### src/rtl/pll_reconfig_seq.sv
// pll_reconfig_seq: Avalon-MM write sequencer that reprograms the SDRAM-clock PLL, pulses its reset and waits for lock.
//   CLK_50M, RESET           : clock and synchronous active-high reset
//   req, m_val/k_val/c0_val  : start request and counter words (latched on accept)
//   busy, done, error        : sequence in progress, lock achieved pulse, lock timeout pulse
//   locked                   : raw PLL lock (asynchronous)
//   mgmt_*                   : Avalon-MM master toward pll_cfg
//   pll_reset                : PLL reset, active high
module pll_reconfig_seq #(
  parameter int RST_CYCLES   = 4,
  parameter int BLANK_CYCLES = 8,
  parameter int LOCK_TIMEOUT = 5000000
) (
  input  logic        CLK_50M,
  input  logic        RESET,
  input  logic        req,
  input  logic [31:0] m_val,
  input  logic [31:0] k_val,
  input  logic [31:0] c0_val,
  output logic        busy,
  output logic        done,
  output logic        error,
  input  logic        locked,
  input  logic        mgmt_waitrequest,
  output logic        mgmt_write,
  output logic [5:0]  mgmt_address,
  output logic [31:0] mgmt_writedata,
  output logic        pll_reset
);
  localparam int CMAX = (LOCK_TIMEOUT > RST_CYCLES) ? ((LOCK_TIMEOUT > BLANK_CYCLES) ? LOCK_TIMEOUT : BLANK_CYCLES)
                                                    : ((RST_CYCLES > BLANK_CYCLES) ? RST_CYCLES : BLANK_CYCLES);
  localparam int CW = $clog2(CMAX + 1);
  localparam logic [CW-1:0] RST_END = CW'(RST_CYCLES - 1);
  // Outputs are registered from the next state, so the last blanking cycle is
  // already the first lock evaluation; its result shows on the following cycle.
  localparam logic [CW-1:0] BLANK_END = CW'(BLANK_CYCLES - 2);
  localparam logic [CW-1:0] TO_END = CW'(LOCK_TIMEOUT - 1);
  typedef enum logic [2:0] {IDLE, WRITE, PRST, BLANK, WAIT_LOCK} state_t;
  state_t state, nxt;
  logic [2:0] wi, wi_n;
  logic [CW-1:0] cnt, cnt_n;
  logic [31:0] m, k, c0;
  logic lock_meta, lock_s;
  logic done_n, error_n;
  logic [5:0] addr_n;
  logic [31:0] data_n;
  always_comb begin
    nxt = state;
    wi_n = wi;
    cnt_n = cnt + 1'b1;
    done_n = 1'b0;
    error_n = 1'b0;
    case (state)
      IDLE: begin
        cnt_n = '0;
        if (req) begin
          nxt = WRITE;
          wi_n = '0;
        end
      end
      WRITE: begin
        cnt_n = '0;
        if (mgmt_write && !mgmt_waitrequest) begin
          wi_n = wi + 3'd1;
          nxt = (wi == 3'd7) ? PRST : WRITE;
        end
      end
      PRST: if (cnt == RST_END) begin
        nxt = (BLANK_CYCLES > 1) ? BLANK : WAIT_LOCK;
        cnt_n = '0;
      end
      BLANK: if (cnt == BLANK_END) begin
        nxt = WAIT_LOCK;
        cnt_n = '0;
      end
      WAIT_LOCK: begin
        // lock takes priority over a coincident timeout
        done_n = lock_s;
        error_n = !lock_s && (cnt == TO_END);
        nxt = (done_n || error_n) ? IDLE : WAIT_LOCK;
      end
      default: nxt = IDLE;
    endcase
  end
  always_comb begin
    addr_n = '0;
    data_n = '0;
    case (wi_n)
      3'd0: {addr_n, data_n} = {6'd0, 32'd0};
      3'd1: {addr_n, data_n} = {6'd4, m};
      3'd2: {addr_n, data_n} = {6'd7, k};
      3'd3: {addr_n, data_n} = {6'd3, 32'h0001_0000};
      3'd4: {addr_n, data_n} = {6'd5, c0};
      3'd5: {addr_n, data_n} = {6'd9, 32'd1};
      3'd6: {addr_n, data_n} = {6'd8, 32'd7};
      3'd7: {addr_n, data_n} = {6'd2, 32'd0};
      default: {addr_n, data_n} = '0;
    endcase
    // the counter words are still being latched on the accept edge
    if (state == IDLE) begin
      data_n = '0;
    end
    if (nxt != WRITE) begin
      addr_n = '0;
      data_n = '0;
    end
  end
  always_ff @(posedge CLK_50M) begin
    if (RESET) begin
      state <= IDLE;
      wi <= '0;
      cnt <= '0;
      lock_meta <= 1'b0;
      lock_s <= 1'b0;
      m <= '0;
      k <= '0;
      c0 <= '0;
      busy <= 1'b0;
      done <= 1'b0;
      error <= 1'b0;
      mgmt_write <= 1'b0;
      mgmt_address <= '0;
      mgmt_writedata <= '0;
      pll_reset <= 1'b0;
    end else begin
      state <= nxt;
      wi <= wi_n;
      cnt <= cnt_n;
      lock_meta <= locked;
      lock_s <= lock_meta;
      if (state == IDLE && req) begin
        m <= m_val;
        k <= k_val;
        c0 <= c0_val;
      end
      busy <= nxt != IDLE;
      done <= done_n;
      error <= error_n;
      mgmt_write <= nxt == WRITE;
      mgmt_address <= addr_n;
      mgmt_writedata <= data_n;
      pll_reset <= nxt == PRST;
    end
  end
endmodule

### config.mk
export PLATFORM = sky130hd
export DESIGN_NAME = pll_reconfig_seq
export DESIGN_NICKNAME = d
export VERILOG_FILES = /design/src/rtl/pll_reconfig_seq.sv
export SDC_FILE = /design/constraint.sdc
export NUM_CORES = 1
export LEC_CHECK = 0
export ABC_AREA = 1
export BUFFER_PORTS_ARGS = -buffer_cell sky130_fd_sc_hd__buf_2
export CORE_MARGIN = 1.5
export CORE_UTILIZATION = 52
export CTS_CLUSTER_SIZE = 8
export DETAILED_ROUTE_END_ITERATION = 10
export PLACE_DENSITY = 0.76
export SKIP_CTS_REPAIR_TIMING = 1
export SLEW_MARGIN = 40
export SYNTH_ARGS = -nofsm -noshare
export SYNTH_HDL_FRONTEND = slang
export SYNTH_SLANG_ARGS = --single-unit
### constraint.sdc
create_clock -name CLK_50M -period 3.2 [get_ports CLK_50M]
set_input_delay 0.64 -clock CLK_50M [delete_from_list [all_inputs] [get_ports CLK_50M]]
set_output_delay 0.64 -clock CLK_50M [all_outputs]
set_load 0.05 [all_outputs]
==> results by group <==
Run status
  • Status: finished, final reports clean

Min path
  • Worst Hold Path Cells: 2
  • Worst min-delay path class: register to register
  • Hold Crit Endpoint: lock_s
  • HP Start: lock_meta

Power
  • Worst vdd ir: around 0.40 mV
  • Power Dens Cells: roughly 530 nW/um^2
  • LEAKAGE: ~0.0039 uW
  • Comb pwr share: 0.087
  • Int Power: roughly 3400 uW
  • Sw Ratio: 0.256
  • Sw Pwr: approximately 1200 uW
  • Sequential power share: 0.480
  • Clock power share: 0.433

Yosys
  • YS warnings: 0
  • Largest cells by area after synthesis: dfxtp_1 (45%), nand3_1 (15%), nand2_1 (12%)
  • Syn Area/Cell: roughly 7.3 um^2
  • Commonest cells post-synth: nand2_1 (242), nand3_1 (217), dfxtp_1 (168)
  • Synth Cell Area: ~7500 um^2
  • Area share of the largest cell type after synthesis: 0.450
  • Post-synth EDFFs: 0
  • Main synth FF type: dfxtp_1
  • Yosys cell types: 38
  • Post-synth ARST share: 0
  • Syn Inst Count: slightly above 1,000
  • Top-count cell post-synth: nand2_1
  • Sequential cell area fraction in the yosys report: 0.450
  • Area leader, netlist: dfxtp_1
  • Synthesis-stage register bit count: 168

Floorplanning
  • Ports: roughly 140
  • Core area: 14,000 um^2
  • Chip height: 123 um
  • FP Rows: 43
  • Initial core utilization: 0.535
  • Die ar.: around 15,000 um^2
  • Die X: roughly 120 um

Timing
  • RSZ-0062 raised after global routing: no
  • Worst hold margin: 410 ps
  • Period utilization: 0.737
  • Worst Tran Pin Value: 797 ps
  • Final hold viol count: 0
  • Setup ws final: roughly 840 ps
  • Post-route setup TNS: 0 ps
  • Final Setup Violations: 0
  • Period minus WS final: roughly 2400 ps
  • FMAX: roughly 420 MHz
  • Clock skew: between 8 and 9 ps
  • Relative slew margins: 0.469
  • Fin. max-slew vios: 0

Final layout
  • Final nets: ~1,200
  • P&R area growth vs syn: 16.9%
  • Share of layout cells above drive strength 1: 0.188

GRT
  • First-pass GRT wire length: 31,500 um
  • GRT Util Overall: 0.265
  • GR Overflow Total: 0
  • Vias in the first global route: roughly 6,500
  • Largest net degree at the start of global routing: between 90 and 100
  • Initial antenna violation count: 1

Job
  • Max-cap violation count: 0

Route
  • DR vias: ~7,200
  • Detailed Routing Iterations Pass 1: 5
  • Vias per cell: between 5 and 6
  • Routed len/inst: around 15 um
  • Routed WL: just under 20,000 um
  • DR iter-0 viols: slightly below 700
  • DRC: 0
  • Antenna-violating nets left: 0

CTS
  • H-tree levels: 4
  • Worst-Skew Late Latency: between 400 and 500 ps
  • CTS tree: built
  • Num CTS Buffers: 17
  • Root buf cell: clkbuf_16
  • Clock sinks: roughly 170
  • Worst-path clk slew: 60 ps
  • Clock Tree Buf Depth: 2

Setup path
  • Max Fanout on Critical Path: 73
  • Critical Path End Type: register
  • R2R Setup Slk: between 800 and 900 ps
  • WP data arrival: 2700 ps
  • WP data required: about 3500 ps
  • R2r startpoint: state[1]
  • Critical R2R Capture: m[26]
  • Worst setup SP type: register
  • Reg2Reg Depth: 6
  • CP Class: register to register
  • Critical path launch point: state[1]

Place
  • DP HPWL: roughly 13,000 um
  • Post-Place Worst Slack: 881 ps
  • PortBufs: ~140
  • GP Congestion: about 0.94
[cell type report]
| cell class | count | area, um^2 |
|---|---|---|
| clock inverter | 12 | 116 |
| inverter | 81 | 304 |
| clock buffer | 20 | 457 |
| multi-input combinational | 708 | 3440 |
| antenna | 2 | 5.00 |
| sequential | 168 | 3360 |
| tap | 180 | 225 |
| timing repair buffer | 155 | 832 |
| fill | 1266 | 5240 |
[power by group through the flow]
stage                     registers, uW  logic, uW  clock network (uW)
final                              2210        400                1990
after global routing               2220        440                2100
after CTS                          2210        397                2010
after detailed placement           2260        395                   0
after global placement             2260        390                   0
after floorplan                    2260        265                   0
[cell usage in the layout, fill, tap and decap left out, drive strengths merged, types with 9 or more instances in the layout]
cell type and n:
nor2 74, o311ai 12, dfxtp 168, clkbuf 20
inv 84, nand3 218, a21oi 99, nand2 248
o21ai 9, buf 155
[kinds of logic after synthesis]
family / synth area share
adders and majority gates: 0.00669
other: 0.000501
buffers and inverters: 0.0917
AOI/OAI and AO/OA: 0.101
DFF: 0.450
and+or+nand+nor: 0.344
xor gates and xnor gates: 0.00702
[metrics by stage]
stage	util	std cells	instance area, um^2	power (uW)
floorplan	-	1028	7480	2530
global placement	0.584	1292	8160	2650
detailed placement	0.584	1292	8160	2650
CTS	0.625	1324	8740	4620
global route	0.625	1324	8740	4760
finish	0.625	1326	8750	4610
[per-layer routing]
layer / track usage / vias up / part of all wire
met5: 0 / - / 0
met4: 0.0727 / 0 / 0.011
met3: 0.0526 / 21 / 0.079
met2: 0.398 / 294 / 0.44
met1: 0.386 / 3307 / 0.47
li1: - / 3594 / -
[worst max path at each step]
stage,slack [ps],endpoint,depth (start not counted)
2_1_floorplan,1440,mgmt_writedata[10],12
3_5_place_dp,880,m[26],6
5_1_grt,630,m[26],6
3_3_place_gp,910,k[26],6
4_1_cts,830,m[26],6
6_report,840,m[26],6
[state kept, by name (all words and copies together) (netlist names), 3 cells and up]
register / cells
state: 3
k: 32
cnt: 23
mgmt_address: 4
mgmt_writedata: 32
c0: 32
m: 32
wi: 3
[worst max-delay path, cell delays in order (launching register included)]
cell	delay, ps
dfxtp_1	370
nor2_4	150
inv_2	70
nor2_4	480
buf_4	700
nand3_1	260
a21oi_1	220
Note: power is estimated with default switching activity, not from simulation.
